--- src/rtl/game_event_manager.sv ---
// Game event manager: turns per-pixel collision strobes into one event per
// frame, keeps score and lives, and sequences IDLE/PLAY/DYING/GAME_OVER.
// Handshake: none; startOfFrame is a one-cycle strobe, and every *_pulse and
// respawn output is high for exactly one clk, one cycle after the strobe that
// produced it.
module game_event_manager #(
  parameter int INIT_LIVES   = 3,
  parameter int GOLD_POINTS  = 500,
  parameter int ALIEN_POINTS = 250,
  parameter int DEATH_FRAMES = 60,
  parameter int SCORE_MAX    = 9999
) (
  input  logic        clk,
  input  logic        reset,
  input  logic        startOfFrame,
  input  logic        start_game,
  input  logic        collision_player_terrain,
  input  logic        colision_fire,
  input  logic        player_eat_gold_1,
  input  logic        player_died,
  input  logic        alien_died_a,
  output logic [1:0]  game_state,
  output logic        player_awake,
  output logic [15:0] score,
  output logic [2:0]  lives,
  output logic        dig_pulse,
  output logic        shot_hit_pulse,
  output logic        gold_pulse,
  output logic        alien_pulse,
  output logic        death_pulse,
  output logic        respawn
);

  typedef enum logic [1:0] {
    S_IDLE  = 2'd0,
    S_PLAY  = 2'd1,
    S_DYING = 2'd2,
    S_OVER  = 2'd3
  } state_t;

  localparam logic [2:0]  INIT_L   = 3'(INIT_LIVES);
  localparam logic [17:0] GOLD_W   = 18'(GOLD_POINTS);
  localparam logic [17:0] ALIEN_W  = 18'(ALIEN_POINTS);
  localparam logic [17:0] MAX_W    = 18'(SCORE_MAX);
  localparam logic [7:0]  LAST_CNT = 8'(DEATH_FRAMES - 1);

  // Event bit order shared by latches and pulses:
  // 0 dig, 1 shot, 2 gold, 3 alien, 4 died
  logic [4:0]  hit;
  state_t      state_q, state_d;
  logic [4:0]  latch_q, latch_d;
  logic [4:0]  pulse_q, pulse_d;
  logic        respawn_q, respawn_d;
  logic [15:0] score_q, score_d;
  logic [2:0]  lives_q, lives_d;
  logic [7:0]  cnt_q, cnt_d;
  logic [17:0] sum;

  assign hit = {player_died, alien_died_a, player_eat_gold_1,
                colision_fire, collision_player_terrain};

  // Next-state: latch accumulation, frame evaluation, scoring and FSM
  always_comb begin
    state_d   = state_q;
    latch_d   = latch_q | hit;
    pulse_d   = '0;
    respawn_d = 1'b0;
    score_d   = score_q;
    lives_d   = lives_q;
    cnt_d     = cnt_q;
    sum       = {2'b00, score_q} + (latch_q[2] ? GOLD_W : 18'd0)
                                 + (latch_q[3] ? ALIEN_W : 18'd0);
    // Latches hand their contents to evaluation; same-cycle hits start the next frame
    if (startOfFrame) latch_d = hit;
    case (state_q)
      S_IDLE, S_OVER: begin
        if (start_game) begin
          state_d = S_PLAY;
          score_d = '0;
          lives_d = INIT_L;
          latch_d = '0;
        end
      end
      S_PLAY: begin
        if (startOfFrame) begin
          pulse_d = latch_q;
          score_d = (sum > MAX_W) ? MAX_W[15:0] : sum[15:0];
          if (latch_q[4]) begin
            lives_d = lives_q - 3'd1;
            if (lives_q == 3'd1) begin
              state_d = S_OVER;
            end else begin
              state_d = S_DYING;
              cnt_d   = '0;
            end
          end
        end
      end
      S_DYING: begin
        if (startOfFrame) begin
          if (cnt_q == LAST_CNT) begin
            state_d   = S_PLAY;
            respawn_d = 1'b1;
            latch_d   = '0;
          end else begin
            cnt_d = cnt_q + 8'd1;
          end
        end
      end
      default: state_d = S_IDLE;
    endcase
  end

  // State register with asynchronous reset
  always_ff @(posedge clk or posedge reset) begin
    if (reset) begin
      state_q   <= S_IDLE;
      latch_q   <= '0;
      pulse_q   <= '0;
      respawn_q <= 1'b0;
      score_q   <= '0;
      lives_q   <= INIT_L;
      cnt_q     <= '0;
    end else begin
      state_q   <= state_d;
      latch_q   <= latch_d;
      pulse_q   <= pulse_d;
      respawn_q <= respawn_d;
      score_q   <= score_d;
      lives_q   <= lives_d;
      cnt_q     <= cnt_d;
    end
  end

  assign game_state     = state_q;
  assign player_awake   = (state_q == S_PLAY);
  assign score          = score_q;
  assign lives          = lives_q;
  assign dig_pulse      = pulse_q[0];
  assign shot_hit_pulse = pulse_q[1];
  assign gold_pulse     = pulse_q[2];
  assign alien_pulse    = pulse_q[3];
  assign death_pulse    = pulse_q[4];
  assign respawn        = respawn_q;

endmodule
--- config.mk ---
export PLATFORM = sky130hd
export DESIGN_NAME = game_event_manager
export DESIGN_NICKNAME = d
export VERILOG_FILES = /design/src/rtl/game_event_manager.sv
export SDC_FILE = /design/constraint.sdc
export NUM_CORES = 1
export LEC_CHECK = 0
export CAP_MARGIN = 20
export CORE_AREA = 8 8 75 77
export DETAILED_ROUTE_END_ITERATION = 10
export DIE_AREA = 0 0 83 85
export GPL_ROUTABILITY_DRIVEN = 0
export GPL_TIMING_DRIVEN = 0
export PLACE_DENSITY = 0.82
export SLEW_MARGIN = 20
export SYNTH_ARGS = -nofsm -noshare
export SYNTH_HDL_FRONTEND = slang
export SYNTH_SLANG_ARGS = --single-unit
--- constraint.sdc ---
create_clock -name clk -period 7.3 [get_ports clk]
set_input_delay 0.73 -clock clk [delete_from_list [all_inputs] [get_ports clk]]
set_output_delay 0.73 -clock clk [all_outputs]
set_load 0.005 [all_outputs]
==> impl_results.md <==
- CTS root buf: clkbuf_8
- Slew of the pin with the lowest slew margin: 0.766 ns
- Setup-failing EPs final: 0
- Max-slew violation count: 0
- Net count after synthesis: 302
- Total Power: 1.52 mW
- Worst Setup End Kind: register
- Crit-path cells: inv_1, fa_1, inv_1, ha_1, and2b_1, o221ai_1, a21oi_1, xnor2_1, or4_1, a41o_1, nor2b_1, buf_6, a32o_1
- Routed vias/inst: 5.78
- Fin Setup TNS: 0 ns
- Sw Pwr: 0.702 mW
- Max rail drop VDD: 0.191 mV
- Port Buffers: 36
- Most used cell, CP: inv_1
- Worst-path clk slew: 0.07 ns
- Post-CTS Setup Inserts: 0
- Post-synth ARST share: 100%
- # diodes: 0
- CP required: 7.48 ns
- Final-stage net count: 346
- PD cells: 505 nW/um2
- CP Max Fanout: 9
- Fill cell count: 391
- Fin crit share: 52.8%
- First-pass GRT wire length: 9.63 mm
- Initial Util: 54.5%
- # hold bufs at CTS: 0
- Min cycle time layout: 3.86 ns
- Layout cells sized above 1: 4.44%
- Warnings from Yosys: 0
- WL/cell: 15.6 um
- GRT Util Overall: 16.0%
- Reg area: 1000 um2
- Yosys cell types: 50
- Pint: 0.815 mW
- Flop pwr share: 24.4%
- First-pass DRT Iterations: 4
- Final Hold Vio Count: 0
- Antenna violations before repair: 0
- Die ar.: 7060 um2
- Net Sw Frac: 46.3%
- Slowest-stage cell, CP: dfrtp_1
- Most used DFF post-synth: dfrtp_1
- Number of global-route vias before repair: 2096
- Area of the multi-input gates: 1350 um2
- Die width: 83 um
- Cts bufs inserted: 5
- Static Leak: 1.36 nW
- Clock skew: 0.00404 ns
- Clk_lat worst skew: 0.29 ns
- Post_cts resized: 0
- CTS tree: done
- Core Footprint: 4540 um2
- Dpl cells: 362
- Routed Antenna Nets: 0
- Mapped Cells: 271
- Via count: 2134
- CTS max path bufs: 2
- WL final: 5.75 mm
- GR Overflow Total: 0
- Finished Layout Cells: 369
- Worst EP arrival: 4.04 ns
- Clock share of power: 9.3%
- H-tree levels: 2
- Placement Rows: 25
- Post-synth EDFFs: 0
- Seq cells post-synth: 40
- RSZ-0062 raised after global routing: false
- Sink Count: 40
- Synthesized cell area: 2470 um2
- Crit Path Category: register to register
- CP Launch Type: register
- Slowest stage delay, CP: 0.57 ns
- Dpl hpwl: 4.31 mm
- Residual DRC count: 0
- IO Pins: 37
- Layout area overhead: 21.4%
- Sequential-to-total area share from yosys stat: 40.6%
- Die H: 85 um
- Max_cap viols: 0
- F_max: 0.259 GHz
- Avg Inst Size Synth: 9.13 um2
- First DRT Iteration DRCs: 102
- Largest net degree at the start of global routing: 32
- Hold Crit Class: register to register
- Status: finished, final reports clean
- Combinational share of power: 66.3%
- Max-slew headroom: 48.8%
-- metrics by stage --
step | setup slack [ns] | util, % | area, um2 | hold WS, ns
detailed placement | 3.50 | 64.4 | 2920 | 0.503
global route | 3.13 | 66.2 | 3000 | 0.559
floorplan | 3.89 | - | 2470 | 0.474
CTS | 3.47 | 66.2 | 3000 | 0.518
global placement | 3.56 | 64.0 | 2900 | 0.489
finish | 3.44 | 66.2 | 3000 | 0.517
-- sequential cells by signal (all words and copies together) (netlist names) --
name	cells
lives	3
cnt_q	8
latch_q	5
score	16
respawn	1
game_state	2
pulse_q	5
-- cell usage after synthesis (2+ instances only) --
cell,count,area [um2]
a21o_1,3,22.5
a21oi_1,19,95.1
a22oi_1,3,22.5
a31oi_1,3,18.8
a32o_1,3,30.0
a41o_1,2,20.0
and2_1,4,25.0
and2b_1,2,15.0
and3_1,6,37.5
clkbuf_1,5,18.8
dfrtp_1,38,951
dfstp_2,2,52.6
fa_1,5,100
ha_1,17,213
inv_1,21,78.8
mux2i_1,2,20.0
nand2_1,18,67.6
nand2b_1,4,25.0
nand3_1,10,50.1
nor2_1,33,124
nor2b_1,3,18.8
nor3_1,7,35.0
nor4_1,4,25.0
nor4b_1,2,17.5
o211ai_1,2,15.0
o21ai_0,13,65.1
o21ai_1,8,40.0
o21bai_1,3,22.5
xnor2_1,5,43.8
xor2_1,4,35.0
-- per-layer routing --
layer	vias to the layer above	global-route usage, %	share of wire (%)
li1	1042	-	-
met1	1032	19.3	45
met3	6	5.65	6.2
met4	0	4.15	0.92
met2	54	26.4	48
met5	-	0	0
-- cells in the final DEF, fill, tap and decap left out, types with 4 or more instances in the layout --
master / count
dfrtp_1: 38
clkdlybuf4s50_1: 36
nor2_1: 33
inv_1: 20
a21oi_1: 19
nand2_1: 18
ha_1: 17
o21ai_0: 13
nand3_1: 10
o21ai_1: 8
nor3_1: 7
and3_1: 6
clkbuf_1: 5
xnor2_1: 5
fa_1: 5
clkbuf_8: 5
nand2b_1: 4
nor4_1: 4
and2_1: 4
xor2_1: 4
-- worst max-delay path: cells and delay by family (launching register included) --
| family | cells | cell delay [ns] |
|---|---|---|
| buf+inv | 3 | 0.34 |
| flops | 1 | 0.57 |
| compound gates | 4 | 0.97 |
| simple gates | 3 | 0.86 |
| fa+ha+maj | 2 | 0.85 |
| xor+xnor | 1 | 0.17 |
-- power groups by stage --
stage	clock (mW)	sequential (mW)	combinational, mW
after floorplan	0	0.362	0.704
after global placement	0	0.371	0.961
after detailed placement	0	0.373	0.987
after CTS	0.147	0.370	0.998
after global routing	0.156	0.381	1.12
final	0.142	0.370	1.01
-- final cells by class --
| type | instances | area share, % |
|---|---|---|
| Multi-Input combinational cell | 202 | 45.1 |
| Sequential cell | 40 | 33.4 |
| Timing Repair Buffer | 37 | 12.7 |
| Inverter | 22 | 2.75 |
| Clock buffer | 5 | 2.29 |
| Tap cell | 54 | 2.25 |
| Buffer | 7 | 1.13 |
| Clock inverter | 2 | 0.417 |
-- path summary, 6_finish.rpt --
path | slack (ns) | from | to | cells past startpoint
max in group asynchronous | 6.12 | reset | lives[0] | 3
min reg2reg | 0.52 | lives[1] | lives[1] | 2
min in group asynchronous | 0.67 | reset | latch_q[2] | 2
min | 0.52 | lives[1] | lives[1] | 2
max | 3.44 | latch_q[2] | score[5] | 13
max reg2reg | 3.44 | latch_q[2] | score[5] | 13
-- kinds of logic after synthesis --
family          after synthesis  share of synthesized area, %
xor+xnor                      9                          3.19
mux                           2                         0.809
fa+ha+maj                    22                          12.6
compound gates               68                          17.7
simple gates                101                          20.4
buf+inv                      29                          4.70
flops                        40                          40.6
Note: power is estimated with default switching activity, not from simulation.
==> edit 1: new RTL, same settings <==
Register the outputs `player_awake`, `dig_pulse`, `shot_hit_pulse`, `gold_pulse`, `alien_pulse` and `death_pulse`, cleared by the reset; this adds one clock of latency there. The other outputs are not delayed to match.
--- a/src/rtl/game_event_manager.sv
+++ b/src/rtl/game_event_manager.sv
@@ -133,14 +133,25 @@
   end
 
   assign game_state     = state_q;
-  assign player_awake   = (state_q == S_PLAY);
   assign score          = score_q;
   assign lives          = lives_q;
-  assign dig_pulse      = pulse_q[0];
-  assign shot_hit_pulse = pulse_q[1];
-  assign gold_pulse     = pulse_q[2];
-  assign alien_pulse    = pulse_q[3];
-  assign death_pulse    = pulse_q[4];
+  always_ff @(posedge clk or posedge reset) begin
+    if (reset) begin
+      player_awake   <= '0;
+      dig_pulse      <= '0;
+      shot_hit_pulse <= '0;
+      gold_pulse     <= '0;
+      alien_pulse    <= '0;
+      death_pulse    <= '0;
+    end else begin
+      player_awake   <= (state_q == S_PLAY);
+      dig_pulse      <= pulse_q[0];
+      shot_hit_pulse <= pulse_q[1];
+      gold_pulse     <= pulse_q[2];
+      alien_pulse    <= pulse_q[3];
+      death_pulse    <= pulse_q[4];
+    end
+  end
   assign respawn        = respawn_q;
 
 endmodule
Formal check against the unedited RTL: not equivalent (a bounded check fails within 4 cycles, from zero or initial values and one cycle with reset high).
==> edit 1 against the original RTL <==
Setup slack better by 0.22 ns; sequential cell count increased by 6; power increased by 18%; routed wire length rose by 4.1%; combinational power grew 13%; utilization rose by 7.4 points; maximum frequency is 6.0% higher; sequential share of layout area rose by 1.1 points; cell area up 11%; area after synthesis grew 11%; clock skew is 0.0035 ns higher; largest cell class unchanged.
==> edit 1: results (changes against the original RTL) <==
* Status: finished, final reports clean (unchanged)
* Setup Skew at 0.00752 ns (was 0.00404 ns)
* Proportion of layout cells with a drive suffix above 1 at 8.92% (was 4.44%)
* Post-synthesis adder-cell area fraction at 11.3% (was 12.6%)
* All-Layer GR Usage at 17.6% (was 16.0%)
* Via count at 2220 (was 2134)
* I/O Buffers at 35 (was 36)
* Clkbuf count at 6 (was 5)
* Post-DP HPWL at 4380 um (was 4310 um)
* Syn avg cell area at 9.81 um^2 (was 9.13 um^2)
* Min-delay src: pulse_q[1] (was lives[1])
* Clk slew on worst S/H paths at 0.09 ns (was 0.07 ns)
* Clk tree area frac at 4.27% (was 2.71%)
* Net count after synthesis at 312 (was 302)
* Dominant cells by area after synthesis: dfrtp_1 40%, ha_1 7.7%, a21oi_1 3.8% (was dfrtp_1 38%, ha_1 8.6%, nor2_1 5.0%)
* Fill cells at 332 (was 391)
* Slew at the pin closest to its max-slew limit at 0.816 ns (was 0.766 ns)
* Hold path cells at 0 (was 2)
* Crit-path max cell delay at 0.57 ns (about the same)
* FMAX at 275 MHz (was 259 MHz)
* Initial DRC count at 107 (was 102)
* Largest net degree at the start of global routing at 27 (was 32)
* CP arrival at 3.84 ns (was 4.04 ns)
* Dpl cell area at 3200 um^2 (was 2920 um^2)
* P_leak at 1.56 nW (was 1.36 nW)
* Final hold slack at 0.353 ns (was 0.517 ns)
* Area of the multi-input gates at 1460 um^2 (was 1350 um^2)
* Pwr dens at 535 nW/um^2 (was 505 nW/um^2)
* Clock latency on the worst-skew pair at about 0.30 ns
* Peak supply drop at 649 uV (was 191 uV)
* Final std cells w/o fill at 379 (was 369)
* Routed WL at 5990 um (was 5750 um)
* Mux share of post-synthesis cell area at 1.32% (was 0.809%)
* XOR/XNOR share of the synthesized area at 5.40% (was 3.19%)
* Sink Count at 46 (was 40)
* Fraction of area in non-clock buffers at 13.5% (was 13.8%)
* Post-synth top cells: 44 x dfrtp_1, 28 x nor2_1, 21 x a21oi_1, 21 x nand2_1 (was 38 x dfrtp_1, 33 x nor2_1, 21 x inv_1)
* WHS Endpoint: shot_hit_pulse (was lives[1])
* Clock tree buffer depth at 2 (unchanged)
* Post-synthesis sequential area ratio at 41.8% (was 40.6%)
* Placed insts at 371 (was 362)
* Yosys warnings at 0 (unchanged)
* Buffers excl. clock at 47 (was 44)
* CP Max Fanout at 10 (was 9)
* Non-Clock Inverter Count at 17 (was 22)
* Multi-input logic cell count at 207 (was 202)
* Yosys cell types at 58 (was 50)
* R2R Setup Slk at 3.66 ns (was 3.44 ns)
* Seq area share at 34.6% (was 33.4%)
* First-pass GRT wire length at 10400 um (was 9630 um)
* # nets final at 355 (was 346)
* Clock Tree Root: clkbuf_8 (unchanged)
* Area fraction in compound gates after synthesis at 16.6% (was 17.7%)
edit 1: how the worst max path moves through the flow:
stage,start,end,slack [ns],cells past startpoint
floorplan,latch_q[2],score[5],4.03,13
global placement,latch_q[2],score[5],3.62,13
detailed placement,latch_q[2],score[5],3.66,13
CTS,latch_q[2],score[5],3.65,13
global route,latch_q[2],score[5],3.41,13
finish,latch_q[2],score[5],3.66,13
edit 1: routing by layer:
metal  share of wire, %  track usage (%)  vias up
li1                   -                -     1074
met1                 45             21.5     1098
met2                 50             29.5       42
met3                3.6             4.31        6
met4                1.3             5.59        0
met5                  0                0        -
edit 1: where the power goes:
| group | internal [mW] | switching, mW |
|---|---|---|
| sequential | 0.339 | 0.0764 |
| combinational | 0.546 | 0.593 |
| clock | 0.146 | 0.0872 |
| total | 1.03 | 0.756 |
edit 1: logic make-up (layout without fill, tap and decap cells):
logic type               after synthesis  count (layout)
AND/OR/NAND/NOR                       94              94
AO/OA/AOI/OAI                         71              71
flip-flops                            46              46
buffers and inverters                 28              72
adder cells (fa/ha/maj)               22              22
XOR/XNOR                              17              17
multiplexers                           3               3
edit 1: critical path, delay by kind of cell, from the launching register on:
| kind | cells | cell delay (ns) |
|---|---|---|
| buffers and inverters | 3 | 0.29 |
| AND/OR/NAND/NOR | 4 | 0.83 |
| flip-flops | 1 | 0.57 |
| AO/OA/AOI/OAI | 4 | 0.98 |
| adder cells (fa/ha/maj) | 2 | 0.87 |
edit 1: per-stage QoR:
stage               setup WS [ns]  total power, mW
floorplan                    4.03             1.25
global placement             3.62             1.52
detailed placement           3.66             1.55
CTS                          3.65             1.80
global route                 3.41             1.96
finish                       3.66             1.79
==> edit 2: new RTL, same settings <==
Without the edit above. Set the parameter `DEATH_FRAMES` to 59 (it was 60).
--- a/src/rtl/game_event_manager.sv
+++ b/src/rtl/game_event_manager.sv
@@ -7,7 +7,7 @@
   parameter int INIT_LIVES   = 3,
   parameter int GOLD_POINTS  = 500,
   parameter int ALIEN_POINTS = 250,
-  parameter int DEATH_FRAMES = 60,
+  parameter int DEATH_FRAMES = 59,
   parameter int SCORE_MAX    = 9999
 ) (
   input  logic        clk,
Formal check against the unedited RTL: same outputs for any inputs over 10 cycles, from zero or initial values and one cycle with reset high; that may be too few to reach the edited logic, so the function may still have changed.
==> edit 2 against the original RTL <==
Largest cell class unchanged; cell area increased by 0.42%; first-iteration DRC count up 69%; setup slack got worse by 0.27 ns; power decreased by 10%; worst hold slack got worse by 0.013 ns; critical endpoint is now score[4]; routed wire length fell by 1.9%; combinational power decreased by 18%; cell count is 1.4% lower; area after synthesis shrank 0.56%; sequential cell count unchanged.
==> edit 2: results (changes against the original RTL) <==
* CP arrival at 4.36 ns (was 4.04 ns)
* Final hold slack at 0.504 ns (was 0.517 ns)
* Min-delay src: cnt_q[5] (was lives[1])
* Routed WL at 5640 um (was 5750 um)
* Vias per inst at 5.73 (was 5.78)
* RR Endpoint: score[4] (was score[5])
* Clock Tree Root: clkbuf_8 (unchanged)
* Proportion of layout cells with a drive suffix above 1 at 5.81% (was 4.44%)
* Pre-CTS setup slack at 3.20 ns (was 3.50 ns)
* Hold Path Class: flip-flop to flip-flop (unchanged)
* Dominant cells by area after synthesis: dfrtp_1 39%, ha_1 9.2%, nand2_1 4.7% (was dfrtp_1 38%, ha_1 8.6%, nor2_1 5.0%)
* Clk slew on worst S/H paths at ~0.080 ns
* Area of the multi-input gates at 1370 um^2 (was 1350 um^2)
* Initial DRC count at 172 (was 102)
* Vias in the first global route at 2107 (was 2096)
* Post-route setup slack at 3.17 ns (was 3.44 ns)
* CP Max Fanout at 8 (was 9)
* # nets final at 341 (was 346)
* P_leak at 1.42 nW (was 1.36 nW)
* Post-synthesis sequential area ratio at 40.8% (was 40.6%)
* Worst Reg2Reg Path Length in Cells at 12 (was 13)
* Placed insts at 356 (was 362)
* Net count after synthesis at 297 (was 302)
* First-pass GRT wire length at 10100 um (was 9630 um)
* Slew headroom at 56.2% (was 48.8%)
* Initial antenna violation count at 0 (unchanged)
* All-Layer GR Usage at 17.1% (was 16.0%)
* Post-DP HPWL at 4230 um (was 4310 um)
* Clock tree buffer depth at 2 (unchanged)
* Setup Skew at 0.00608 ns (was 0.00404 ns)
* Post-Syn Instances at 265 (was 271)
* Peak supply drop at 207 uV (was 191 uV)
* WHS Endpoint: cnt_q[5] (was lives[1])
* Hold path cells at 1 (was 2)
* Fill cells at 368 (was 391)
* Yosys top cell area share at 38.7% (was 38.4%)
* Status: finished, final reports clean (unchanged)
* Top delay family on crit path: compound AO/OA/AOI/OAI gates (unchanged)
* Avg WL per Cell at 15.5 um (was 15.6 um)
* Dpl cell area at 2910 um^2 (was 2920 um^2)
* Yosys cell types at 41 (was 50)
* Post-synth top cells: 38 x dfrtp_1, 31 x nand2_1, 23 x nor2_1 (was 38 x dfrtp_1, 33 x nor2_1, 21 x inv_1)
edit 2: kinds of logic after synthesis:
family | count (synthesis) | share of synthesized area (%)
simple gates | 98 | 19.5
compound gates | 70 | 19.0
flops | 40 | 40.8
buf+inv | 24 | 3.66
fa+ha+maj | 23 | 13.2
xor+xnor | 7 | 2.49
mux | 3 | 1.32
edit 2: routing by layer:
layer | routed length (um) | GRT usage, % | share of wire, %
met5 | 0 | 0 | 0
met4 | 72 | 5.43 | 1.3
met3 | 317 | 4.89 | 5.6
met2 | 2510 | 26.7 | 45
met1 | 2740 | 22.0 | 49
edit 2: worst register-to-register path: cells and delay by family, from the launching register on:
family	cells	cell delay [ns]
adders and majority gates	2	0.85
DFF	1	0.56
buffers and inverters	2	0.19
and+or+nand+nor	4	1.13
AOI/OAI and AO/OA	4	1.34
edit 2: area by class of cell:
type | instances | share of cell area (%)
Buffer | 6 | 0.747
Clock buffer | 6 | 2.41
Clock inverter | 2 | 1.16
Inverter | 18 | 2.24
Multi-Input combinational cell | 201 | 45.3
Sequential cell | 40 | 33.3
Tap cell | 54 | 2.24
Timing Repair Buffer | 37 | 12.6
edit 2: report_power, final:
group          switching, mW  total, mW  internal, mW  leakage [nW]
combinational          0.443      0.833         0.390         0.845
sequential            0.0666      0.350         0.284         0.524
clock                 0.0765      0.178         0.101        0.0552
total                  0.586       1.36         0.775          1.42
edit 2: how the worst max path moves through the flow:
stage,start,end,depth (start not counted)
after floorplan,latch_q[2],score[4],12
after global placement,latch_q[2],score[4],12
after detailed placement,latch_q[2],score[4],12
after CTS,latch_q[2],score[4],12
after global routing,latch_q[2],score[4],12
final,latch_q[2],score[4],12
